`src/rtl/led_pkg.sv`:
```
// led_pkg: mode encoding, scan direction constants and mode sequencing for led_pattern_gen.
package led_pkg;
    typedef enum logic [1:0] {
        COUNT    = 2'd0,
        EXTERNAL = 2'd1,
        SCAN     = 2'd2
    } led_mode_t;
    localparam logic UP   = 1'b0;
    localparam logic DOWN = 1'b1;
    function automatic led_mode_t next_mode(input led_mode_t m);
        return (m == COUNT) ? EXTERNAL : (m == EXTERNAL) ? SCAN : COUNT;
    endfunction
endpackage

```
`src/rtl/led_pattern_gen_if.sv`:
```
// led_pattern_gen_if: control inputs and LED/mode outputs of led_pattern_gen.
interface led_pattern_gen_if #(
    parameter int NO_OF_LEDS = 4,
    parameter int PRESCALE_W = 24,
    parameter int PWM_W      = 4
);
    logic                  mode_switch;
    logic                  ext_counter;
    logic [PRESCALE_W-1:0] prescale_div;
    logic [PWM_W-1:0]      brightness;
    logic [NO_OF_LEDS-1:0] led_out;
    logic [1:0]            mode_out;
    modport master (output mode_switch, ext_counter, prescale_div, brightness, input led_out, mode_out);
    modport slave  (input mode_switch, ext_counter, prescale_div, brightness, output led_out, mode_out);
endinterface

```
`src/rtl/led_prescaler.sv`:
```
// led_prescaler: tick every div+1 cycles; a div lowered below the count fires at once.
module led_prescaler #(
    parameter int PRESCALE_W = 24
) (
    input  logic                  clk,
    input  logic                  reset,
    input  logic                  clear,
    input  logic [PRESCALE_W-1:0] div,
    output logic                  tick
);
    logic [PRESCALE_W-1:0] r_cnt;
    assign tick = (r_cnt >= div);
    always_ff @(posedge clk) begin
        r_cnt <= (reset | clear | tick) ? '0 : r_cnt + PRESCALE_W'(1);
    end
endmodule

```
`src/rtl/led_pattern_gen.sv`:
```
// led_pattern_gen: COUNT/EXTERNAL/SCAN LED pattern generator with prescaled tick.
// Define LED_PWM_EN to gate led_out with a brightness-controlled PWM.
module led_pattern_gen
    import led_pkg::*;
#(
    parameter int NO_OF_LEDS = 4,
    parameter int PRESCALE_W = 24,
    parameter int PWM_W      = 4
) (
    input  logic            clk,
    input  logic            reset,
    led_pattern_gen_if.slave bus
);
    logic                  r_sw_q;
    led_mode_t             r_mode, w_mode_nxt;
    logic [NO_OF_LEDS-1:0] r_pat, w_pat_nxt, r_led;
    logic                  r_dir, w_dir_nxt;
    logic                  w_edge, w_tick, w_gate;

    assign w_edge = bus.mode_switch & ~r_sw_q;

    led_prescaler #(.PRESCALE_W(PRESCALE_W)) u_prescaler (
        .clk   (clk),
        .reset (reset),
        .clear (w_edge),
        .div   (bus.prescale_div),
        .tick  (w_tick)
    );

    // A mode-change cycle never updates the pattern, except that entering SCAN reloads it.
    always_comb begin
        w_mode_nxt = r_mode;
        w_pat_nxt  = r_pat;
        w_dir_nxt  = r_dir;
        if (w_edge) begin
            w_mode_nxt = next_mode(r_mode);
            if (w_mode_nxt == SCAN) begin
                w_pat_nxt = NO_OF_LEDS'(1);
                w_dir_nxt = UP;
            end
        end else if (r_mode == COUNT) begin
            w_pat_nxt = w_tick ? r_pat + NO_OF_LEDS'(1) : r_pat;
        end else if (r_mode == EXTERNAL) begin
            w_pat_nxt = r_pat + NO_OF_LEDS'(bus.ext_counter);
        end else if (r_mode == SCAN) begin
            if (w_tick && !$onehot(r_pat)) begin
                w_pat_nxt = NO_OF_LEDS'(1);
                w_dir_nxt = UP;
            end else if (w_tick && r_dir == UP) begin
                w_pat_nxt = r_pat << 1;
                w_dir_nxt = r_pat[NO_OF_LEDS-2] ? DOWN : UP;
            end else if (w_tick) begin
                w_pat_nxt = r_pat >> 1;
                w_dir_nxt = r_pat[1] ? UP : DOWN;
            end
        end else begin
            w_mode_nxt = COUNT;
        end
    end

`ifdef LED_PWM_EN
    logic [PWM_W-1:0] r_pwm_cnt;
    always_ff @(posedge clk) begin
        r_pwm_cnt <= reset ? '0 : r_pwm_cnt + PWM_W'(1);
    end
    assign w_gate = (r_pwm_cnt < bus.brightness);
`else
    logic [PWM_W-1:0] w_unused_brightness;
    assign w_unused_brightness = bus.brightness;
    assign w_gate = 1'b1;
`endif

    always_ff @(posedge clk) begin
        if (reset) begin
            r_sw_q <= 1'b1;
            r_mode <= COUNT;
            r_pat  <= '0;
            r_dir  <= UP;
            r_led  <= '0;
        end else begin
            r_sw_q <= bus.mode_switch;
            r_mode <= w_mode_nxt;
            r_pat  <= w_pat_nxt;
            r_dir  <= w_dir_nxt;
            r_led  <= r_pat & {NO_OF_LEDS{w_gate}};
        end
    end

    assign bus.led_out  = r_led;
    assign bus.mode_out = r_mode;
endmodule

```
`src/flat_wrapper.sv`:
```
// flat-port wrapper written by rule: the top's interface ports become plain ports
module led_pattern_gen_flat import led_pkg::*;
#(
    parameter int NO_OF_LEDS = 4,
    parameter int PRESCALE_W = 24,
    parameter int PWM_W      = 4
)
  (clk, reset, bus_mode_switch, bus_ext_counter, bus_prescale_div, bus_brightness, bus_led_out, bus_mode_out);
  led_pattern_gen_if #(.NO_OF_LEDS(NO_OF_LEDS), .PRESCALE_W(PRESCALE_W), .PWM_W(PWM_W)) bus_i ();
  input  logic clk;
  input  logic reset;
  input wire logic [$bits(bus_i.mode_switch)-1:0] bus_mode_switch;
  input wire logic [$bits(bus_i.ext_counter)-1:0] bus_ext_counter;
  input wire logic [$bits(bus_i.prescale_div)-1:0] bus_prescale_div;
  input wire logic [$bits(bus_i.brightness)-1:0] bus_brightness;
  output wire logic [$bits(bus_i.led_out)-1:0] bus_led_out;
  output wire logic [$bits(bus_i.mode_out)-1:0] bus_mode_out;
  assign bus_i.mode_switch = bus_mode_switch;
  assign bus_i.ext_counter = bus_ext_counter;
  assign bus_i.prescale_div = bus_prescale_div;
  assign bus_i.brightness = bus_brightness;
  assign bus_led_out = bus_i.led_out;
  assign bus_mode_out = bus_i.mode_out;
  led_pattern_gen #(.NO_OF_LEDS(NO_OF_LEDS), .PRESCALE_W(PRESCALE_W), .PWM_W(PWM_W)) u_core (.clk(clk), .reset(reset), .bus(bus_i));
endmodule
```
`config.mk`:
```
export PLATFORM = sky130hd
export DESIGN_NAME = led_pattern_gen_flat
export DESIGN_NICKNAME = d
export VERILOG_FILES = /design/src/rtl/led_pkg.sv /design/src/rtl/led_pattern_gen_if.sv /design/src/rtl/led_prescaler.sv /design/src/rtl/led_pattern_gen.sv /design/src/flat_wrapper.sv
export SDC_FILE = /design/constraint.sdc
export NUM_CORES = 1
export LEC_CHECK = 0
export BUFFER_PORTS_ARGS = -buffer_cell sky130_fd_sc_hd__buf_2
export CORE_MARGIN = 3
export CORE_UTILIZATION = 40
export DETAILED_ROUTE_END_ITERATION = 8
export GPL_TIMING_DRIVEN = 1
export SLEW_MARGIN = 10
export SYNTH_ARGS = -nofsm -noshare
export SYNTH_HDL_FRONTEND = slang
export SYNTH_HIERARCHICAL = 1
export SYNTH_SLANG_ARGS = --single-unit
```
`constraint.sdc`:
```
create_clock -name clk -period 7.5 [get_ports clk]
set_input_delay 0.375 -clock clk [delete_from_list [all_inputs] [get_ports clk]]
set_output_delay 0.375 -clock clk [all_outputs]
set_load 0.005 [all_outputs]
```
==> reports/metrics.cfg, run 1 <==
[run_status]
run_status = finished clean

[routing]
drc = 0
vias_per_cell = 5.37
wire_per_inst_um = 13.2
postRouteAntennaNets = 0
wl_um = 5120
first_pass_iters = 4
via_count = 2083
detail_route.iter0.violations = 107

[placement]
portBuffers = 33
routabilityCongestion = 0.784
hpwl_um = 3760

[floorplan]
die_w_um = 86.7
die_area_um2 = 7510
ios = 38
core_area_um2 = 6100
die-height_um = 86.7
initial_utilization = 0.427
num_rows = 28

[yosys]
synth.distinct_cells = 51
synth_async_sr_flop_share = 0
syn_area_per_cell_um2 = 9.23
synth_fp_nets = 345
yosys.area.top_type = dfxtp_1
synth_area_leaders = dfxtp_1 (28%), ha_1 (14%), nor4_2 (9.6%)
synth_edf_count = 0
synthCells = 282
synth.top_cell.area_share = 0.277
synth-seq-cells = 36
netlist_area_um2 = 2600
seq_area_frac_synth = 0.277
ys_warn_count = 6
synth_flop_cell = dfxtp_1

[timing]
rsz0062_at_grt = false
fmax_mhz = 329
tightest_slew_ns = 0.693
post-route-period-util = 0.405
period_minus_slack_ns = 3.04
slew_headroom = 0.538
finalHoldViolCount = 0
setup_tns_ns = 0
finalClockSkew_ns = 0.00379
whs_ns = 0.281
setup_viol = 0
slew_violations = 0

[setup_path]
path_class = reg2reg
r2r_slack_ns = 4.46
r2r-start = u_core/u_prescaler/r_cnt[23]
r2r_cells = 10
worstPathArrival_ns = 3.21
end_kind = flip-flop
critPathLaunchType = flip-flop
r2r_end = u_core/r_pat[2]
critPathMaxFanout = 25
critPathRequiredTime_ns = 7.68

[pwr]
ir_drop_v = 0.0000721
power-per-cell-area_nw_per_um2 = 142
p_leak_nw = 1.24

[finish]
drive_gt1_frac = 0.256
regArea_um2 = 721
fin_nets = 375
num-fill-cells = 610
multi_input_area_um2 = 1690
diodes = 0
final_common_cell = dfxtp_1
area_growth_pct = 11.6
final_cell_mix = dfxtp_1 (36), buf_2 (33), inv_1 (31), ha_1 (30), nor4_2 (20)

[cts]
path_clk_slew_ns = 0.08
insertion_delay_ns = 0.29
cts_hold_buf = 0
cts_max_level = 2
tritoncts = yes
clock-root-buffer = clkbuf_8
cts.repair.resized = 0
numCtsBuffers = 5
clock_path_buffers = 2
cts_num_sinks = 36
cts_setup_buffers = 0

[hold_path]
hold_end = u_core/r_sw_q
min_from = bus_mode_switch
worstHoldPathType = in2reg
holdPathStages = 2

[global_route]
grt_max_degree = 26
first_global_vias = 1937
gr-total-overflow = 0
grt_pass1_wl_um = 8840
grt_use_total = 0.147
antenna_found_initial = 0

[job]
cap_violations = 0

## registers in the layout (all words and copies together) (netlist names)
| signal | count |
|---|---|
| u_core/r_pat | 4 |
| u_core/r_dir | 1 |
| u_core/bus.led_out | 4 |
| u_core/bus.mode_out | 2 |
| u_core/u_prescaler/r_cnt | 24 |
| u_core/r_sw_q | 1 |
## per-stage QoR
step / utilization / std cells / worst slack [ns] / instance area (um2) / power (mW)
6_report: 0.477 / 388 / 4.46 / 2910 / 0.412
5_1_grt: 0.477 / 388 / 4.29 / 2910 / 0.434
4_1_cts: 0.477 / 388 / 4.42 / 2910 / 0.419
3_5_place_dp: 0.458 / 380 / 4.26 / 2790 / 0.246
3_3_place_gp: 0.458 / 380 / 4.27 / 2790 / 0.245
2_1_floorplan: - / 282 / 4.97 / 2600 / 0.233
## synthesized netlist by cell type, types with 2 or more instances
cell type and count:
o211ai_1 2, inv_2 3, and3_1 3, buf_6 3, dfxtp_1 36, and4_1 8, nand2b_4 2, nand3_1 10
nand4_1 9, nor2_1 15, mux2i_1 2, clkbuf_1 4, a21oi_1 11, inv_1 31, nor4_1 5, nand2_1 17
o21ai_2 2, ha_1 30, o21ai_0 5, o21a_1 3, xnor2_1 9, or2_2 2, nor2b_1 2, buf_4 2
xor2_1 14, nor4_2 20, nor3_1 5, nand2b_1 4
## critical path, cell delays in order, from the launching register on
cell      delay [ns]
dfxtp_1         0.33
ha_1            0.32
nand4_1         0.15
nor4_1          0.48
a211oi_1        0.16
inv_2           0.48
or2_2           0.29
nand2b_4        0.07
or3_4           0.34
a221oi_2        0.20
nor4b_2         0.08
## power breakdown
group | switching (mW) | internal [mW]
combinational | 0.0219 | 0.0211
clock | 0.0729 | 0.0984
sequential | 0.00399 | 0.194
## layout make-up
class,instances,area share
inverters,34,0.0439
well taps,75,0.0323
clock buffers,5,0.0237
clock inverters,3,0.0146
repair buffers,33,0.0568
multi-input cells,202,0.581
flip-flops and latches,36,0.248
## worst max path at each step
stage | from | endpoint | slack [ns]
floorplan | u_core/u_prescaler/r_cnt[0] | u_core/r_pat[1] | 4.97
global placement | bus_prescale_div[23] | u_core/r_pat[2] | 4.27
detailed placement | bus_prescale_div[23] | u_core/r_pat[2] | 4.26
CTS | u_core/u_prescaler/r_cnt[17] | u_core/r_pat[2] | 4.42
global route | u_core/u_prescaler/r_cnt[23] | u_core/r_pat[2] | 4.29
finish | u_core/u_prescaler/r_cnt[23] | u_core/r_pat[2] | 4.46
## cells by family (layout without fill, tap and decap cells)
family,Yosys count,in the layout,share of synthesized area
AND/OR/NAND/NOR,108,108,0.293
buffers and inverters,44,75,0.0754
AO/OA/AOI/OAI,36,36,0.110
XOR/XNOR,23,23,0.0774
adder cells (fa/ha/maj),31,31,0.152
flip-flops,36,36,0.277
multiplexers,4,4,0.0163
## layer usage
layer / track usage / vias to the layer above / wire [um]
met4: 0.0552 / 0 / 29
met3: 0.0285 / 2 / 203
met5: 0 / - / 0
li1: - / 1083 / -
met2: 0.223 / 44 / 2260
met1: 0.206 / 954 / 2630
(Power assumes the default switching activity.)
==> run 2, diff against run 1 <==
==> constraint.sdc (replaced) <==
create_clock -name clk -period 2.9 [get_ports clk]
set_input_delay 0.145 -clock clk [delete_from_list [all_inputs] [get_ports clk]]
set_output_delay 0.145 -clock clk [all_outputs]
set_load 0.005 [all_outputs]
==> run 2 against run 1 <==
Against the previous run:
- routed wire length rose by 0.16%
- global-route usage up 0.18 points
- largest cell class unchanged
- critical path type unchanged
- sequential cell count unchanged
- critical endpoint is now u_core/r_pat[0]
- worst setup slack lost 4.2 ns
- clock skew rose by 0.00072 ns
==> reports/metrics.cfg, run 2 (synthesized netlist as in run 1, its figures left out) <==
[routing]
wl_um = 5130  ; was 5120 um
first_pass_iters = 4  ; unchanged
wire_per_inst_um = 13.1  ; was 13.2 um
drc = 0  ; unchanged
via_count = 2083  ; unchanged
postRouteAntennaNets = 0  ; unchanged
detail_route.iter0.violations = 47  ; was 107
vias_per_cell = 5.30  ; was 5.37

[placement]
routabilityCongestion = 0.780  ; was 0.784
place_area_um2 = 2840  ; was 2790 um2
dp_worst_setup_slack_ns = 0.260  ; was 4.26 ns
portBuffers = 33  ; unchanged
placed_cells = 386  ; was 380
hpwl_um = 3800  ; was 3760 um

[cts]
cts_max_level = 2  ; unchanged
numCtsBuffers = 5  ; unchanged
cts.repair.resized = 0  ; unchanged
cts_num_sinks = 36  ; unchanged
cts_hold_buf = 0  ; unchanged
insertion_delay_ns = 0.29  ; about the same
tritoncts = yes  ; unchanged
clock_path_buffers = 2  ; unchanged
clock-root-buffer = clkbuf_8  ; unchanged
path_clk_slew_ns = 0.07  ; was 0.08 ns
cts_setup_buffers = 0  ; unchanged

[finish]
diodes = 0  ; unchanged
instances_no_fill = 393  ; was 388
finalInstanceArea_um2 = 2920  ; was 2910 um2
regMostFlops = u_core/u_prescaler/r_cnt  ; unchanged
utilization = 0.478  ; was 0.477
largest_reg_flops = 24  ; unchanged
final_cell_mix = dfxtp_1 (36), buf_2 (33), inv_1 (31), ha_1 (30), nor4_2 (20)  ; unchanged
final_common_cell = dfxtp_1  ; unchanged
drive_gt1_frac = 0.264  ; was 0.256
area_growth_pct = 12.0  ; was 11.6%
fin_nets = 381  ; was 375

[global_route]
first_global_vias = 1934  ; was 1937
gr-total-overflow = 0  ; unchanged
grt_use_total = 0.149  ; was 0.147
grt_pass1_wl_um = 8970  ; was 8840 um
grt_max_degree = 25  ; was 26
antenna_found_initial = 0  ; unchanged

[floorplan]
die-height_um = 86.7  ; unchanged
num_rows = 28  ; unchanged
initial_utilization = 0.427  ; unchanged
ios = 38  ; unchanged
die_area_um2 = 7510  ; unchanged
core_area_um2 = 6100  ; unchanged
die_w_um = 86.7  ; unchanged

[run_status]
run_status = finished clean  ; unchanged

[setup_path]
critPathMaxFanout = 5  ; was 25
critPathRequiredTime_ns = 3.10  ; was 7.68 ns
critPathLaunchType = flip-flop  ; unchanged
r2r_cells = 11  ; was 10
path_class = reg2reg  ; unchanged
worstPathArrival_ns = 2.85  ; was 3.21 ns
end_kind = flip-flop  ; unchanged

[timing]
rsz0062_at_grt = false  ; unchanged
finalHoldViolCount = 0  ; unchanged
setup_tns_ns = 0  ; unchanged
worst_slack_ns = 0.250  ; was 4.46 ns
fmax_mhz = 377  ; was 329 MHz
tightest_slew_ns = 0.682  ; was 0.693 ns
slew_headroom = 0.546  ; was 0.538
whs_ns = 0.0529  ; was 0.281 ns
finalClockSkew_ns = 0.00451  ; was 0.00379 ns
setup_viol = 0  ; unchanged
post-route-period-util = 0.914  ; was 0.405
period_minus_slack_ns = 2.65  ; was 3.04 ns
slew_violations = 0  ; unchanged

[pwr]
ir_drop_v = 0.000317  ; was 0.0000721 V
p_leak_nw = 1.26  ; was 1.24 nW
design_power_total_mw = 0.966  ; was 0.412 mW
power-per-cell-area_nw_per_um2 = 331  ; was 142 nW/um2

[hold_path]
worstHoldPathType = in2reg  ; unchanged
holdPathStages = 2  ; unchanged

[job]
cap_violations = 0  ; unchanged

run 2: path summary, 6_finish.rpt:
check	slack, ns	endpoint	from
max reg2reg	0.25	u_core/r_pat[0]	u_core/u_prescaler/r_cnt[0]
min	0.05	u_core/r_sw_q	bus_mode_switch
max	0.25	u_core/r_pat[0]	u_core/u_prescaler/r_cnt[0]
min reg2reg	0.52	u_core/bus.led_out[0]	u_core/r_pat[0]
run 2: critical path, stage by stage, from the launching register on:
cell and delay (ns):
dfxtp_1 0.40, inv_1 0.06, ha_1 0.27, nand2b_4 0.15, a2111oi_4 0.34, o31ai_2 0.11, a31o_4 0.23, or2_2 0.34
nand2b_1 0.18, a22o_1 0.18, o21ai_1 0.06, a311oi_1 0.24
run 2: power breakdown:
group	leakage, nW	switching (mW)	internal, mW	total (mW)
Combinational	0.930	0.0595	0.0560	0.115
Sequential	0.291	0.00824	0.501	0.509
Clock	0.0410	0.177	0.163	0.341
run 2: cell type report:
cell class / instances / area (um2)
timing repair buffer: 39 / 210
multi-input combinational: 202 / 1690
fill: 610 / 3180
tap: 75 / 93.8
clock inverter: 1 / 5.00
inverter: 34 / 128
clock buffer: 6 / 72.6
sequential: 36 / 721
run 2: metal layers:
layer,GRT usage,wire length (um)
met1,0.211,2670
met2,0.225,2180
met3,0.0333,214
met4,0.0467,63
met5,0,0
==> run 3, diff against run 2 <==
--- a/config.mk
+++ b/config.mk
@@ -6,10 +6,12 @@
 export NUM_CORES = 1
 export LEC_CHECK = 0
 export BUFFER_PORTS_ARGS = -buffer_cell sky130_fd_sc_hd__buf_2
+export CAP_MARGIN = 20
 export CORE_MARGIN = 3
 export CORE_UTILIZATION = 40
 export DETAILED_ROUTE_END_ITERATION = 8
 export GPL_TIMING_DRIVEN = 1
+export RECOVER_POWER = 100
 export SLEW_MARGIN = 10
 export SYNTH_ARGS = -nofsm -noshare
 export SYNTH_HDL_FRONTEND = slang
==> run 3 against run 2 <==
Against the previous run:
- clock skew grew 0.0014 ns
- sequential power is essentially flat
- routed wire length rose by 1.1%
- worst setup slack lost 0.034 ns
- non-clock buffer count is the same
- cell area down 4.3%
- hold slack better by 0.0022 ns
- die area stayed put
==> reports/metrics.cfg, run 3 (synthesized netlist as in run 1, its figures left out) <==
[floorplan]
die_area_um2 = 7510  ; unchanged
die-height_um = 86.7  ; unchanged
die_w_um = 86.7  ; unchanged
num_rows = 28  ; unchanged
ios = 38  ; unchanged
initial_utilization = 0.427  ; unchanged
core_area_um2 = 6100  ; unchanged

[timing]
slew_violations = 0  ; unchanged
finalClockSkew_ns = 0.00593  ; was 0.00451 ns
rsz0062_at_grt = false  ; unchanged
setup_viol = 0  ; unchanged
whs_ns = 0.0551  ; was 0.0529 ns
period_minus_slack_ns = 2.68  ; was 2.65 ns
slew_headroom = 0.587  ; was 0.546
post-route-period-util = 0.925  ; was 0.914
tightest_slew_ns = 0.620  ; was 0.682 ns
fmax_mhz = 373  ; was 377 MHz
finalHoldViolCount = 0  ; unchanged
setup_tns_ns = 0  ; unchanged

[cts]
cts_max_level = 2  ; unchanged
tritoncts = yes  ; unchanged
clock-root-buffer = clkbuf_8  ; unchanged
clock_path_buffers = 2  ; unchanged
cts_setup_buffers = 0  ; unchanged
cts_num_sinks = 36  ; unchanged
insertion_delay_ns = 0.29  ; about the same
cts.repair.resized = 0  ; unchanged
cts_hold_buf = 0  ; unchanged
path_clk_slew_ns = 0.07  ; about the same
numCtsBuffers = 5  ; unchanged

[pwr]
power-per-cell-area_nw_per_um2 = 344  ; was 331 nW/um2
ir_drop_v = 0.000315  ; was 0.000317 V
design_power_total_mw = 0.960  ; was 0.966 mW
p_leak_nw = 1.22  ; was 1.26 nW

[finish]
fin_nets = 381  ; unchanged
regMostFlops = u_core/u_prescaler/r_cnt  ; unchanged
regArea_um2 = 721  ; unchanged
utilization = 0.458  ; was 0.478
instances_no_fill = 393  ; unchanged
drive_gt1_frac = 0.186  ; was 0.264
final_common_cell = dfxtp_1  ; unchanged
diodes = 0  ; unchanged
final_cell_mix = dfxtp_1 (36), inv_1 (32), ha_1 (30), buf_2 (28), nor4_1 (20)  ; was dfxtp_1 (36), buf_2 (33), inv_1 (31), ha_1 (30), nor4_2 (20)
largest_reg_flops = 24  ; unchanged
multi_input_area_um2 = 1570  ; was 1690 um2
area_growth_pct = 7.16  ; was 12.0%
num-fill-cells = 633  ; was 610

[job]
cap_violations = 0  ; unchanged

[global_route]
grt_max_degree = 25  ; unchanged
gr-total-overflow = 0  ; unchanged
grt_use_total = 0.149  ; unchanged
antenna_found_initial = 0  ; unchanged
first_global_vias = 1934  ; unchanged
grt_pass1_wl_um = 8970  ; unchanged

[placement]
routabilityCongestion = 0.780  ; unchanged
portBuffers = 33  ; unchanged
hpwl_um = 3800  ; unchanged
placed_cells = 386  ; unchanged

[routing]
via_count = 2055  ; was 2083
wl_um = 5190  ; was 5130 um
wire_per_inst_um = 13.2  ; was 13.1 um
postRouteAntennaNets = 0  ; unchanged
detail_route.iter0.violations = 67  ; was 47
drc = 0  ; unchanged
first_pass_iters = 4  ; unchanged
vias_per_cell = 5.23  ; was 5.30

[setup_path]
path_class = reg2reg  ; unchanged
worstPathArrival_ns = 2.83  ; was 2.85 ns
r2r_slack_ns = 0.22  ; was 0.25 ns
end_kind = flip-flop  ; unchanged
r2r-start = u_core/u_prescaler/r_cnt[0]  ; unchanged
critPathMaxFanout = 5  ; unchanged
r2r_end = u_core/r_pat[2]  ; was u_core/r_pat[0]
cpPeakStageDelay_ns = 0.39  ; was 0.40 ns
critPathRequiredTime_ns = 3.05  ; was 3.10 ns
critPathLaunchType = flip-flop  ; unchanged
r2r_cells = 11  ; unchanged
path_cells = inv_1, ha_1, nand2b_4, a2111oi_4, o31ai_1, a31o_4, or2_2, nand2b_1, nor2_4, a221oi_1, nor4b_2  ; was inv_1, ha_1, nand2b_4, a2111oi_4, o31ai_2, a31o_4, or2_2, nand2b_1, a22o_1, o21ai_1, a311oi_1
crit_path_top_delay_cell = dfxtp_1  ; unchanged

[hold_path]
min_from = bus_mode_switch  ; unchanged
holdPathStages = 2  ; unchanged
hold_end = u_core/r_sw_q  ; unchanged
worstHoldPathType = in2reg  ; unchanged

[run_status]
run_status = finished clean  ; unchanged

run 3: changes by cell type in the layout (fill, tap and decap cells not counted), moves of 5 or more:
cell	delta
nor4_1	+15
nor4_2	-15
buf_2	-5
clkbuf_1	+5
run 3: report_power, final:
group	internal, mW	switching, mW	total, mW	leakage (nW)
logic	0.0537	0.0561	0.110	0.892
registers	0.501	0.00808	0.509	0.291
clock network	0.163	0.177	0.341	0.0410
total	0.718	0.242	0.960	1.22
run 3: how the worst max path moves through the flow:
stage / from / endpoint / slack, ns / cells past startpoint
after global placement: u_core/u_prescaler/r_cnt[0] / u_core/r_pat[1] / 0.29 / 11
after CTS: u_core/u_prescaler/r_cnt[0] / u_core/r_pat[0] / 0.24 / 11
after detailed placement: u_core/u_prescaler/r_cnt[0] / u_core/r_pat[1] / 0.26 / 11
after floorplan: u_core/u_prescaler/r_cnt[0] / u_core/r_pat[1] / 0.37 / 11
after global routing: u_core/u_prescaler/r_cnt[0] / u_core/r_pat[2] / 0.07 / 11
final: u_core/u_prescaler/r_cnt[0] / u_core/r_pat[2] / 0.22 / 11
run 3: area by class of cell:
class / count / area share
Tap cell: 75 / 0.0336
Sequential cell: 36 / 0.258
Timing Repair Buffer: 39 / 0.0722
Clock inverter: 1 / 0.00179
Inverter: 34 / 0.0457
Multi-Input combinational cell: 202 / 0.562
Clock buffer: 6 / 0.0260
run 3: worst max-delay path: cells and delay by family, from the launching register on:
family                   cells  cell delay [ns]
flip-flops                   1             0.39
buffers and inverters        1             0.06
AND/OR/NAND/NOR              5             0.78
AO/OA/AOI/OAI                4             1.04
adder cells (fa/ha/maj)      1             0.27
run 3: per-layer routing:
metal,track usage,vias up,wire length [um]
li1,-,1079,-
met1,0.211,936,2770
met2,0.225,34,2150
met3,0.0333,6,207
met4,0.0467,0,65
met5,0,-,0
run 3: stage by stage:
| step | setup slack [ns] | area, um2 |
|---|---|---|
| final | 0.216 | 2790 |
| after global routing | 0.0675 | 2790 |
| after CTS | 0.239 | 2920 |
| after detailed placement | 0.260 | 2840 |
| after global placement | 0.289 | 2840 |
| after floorplan | 0.367 | 2600 |
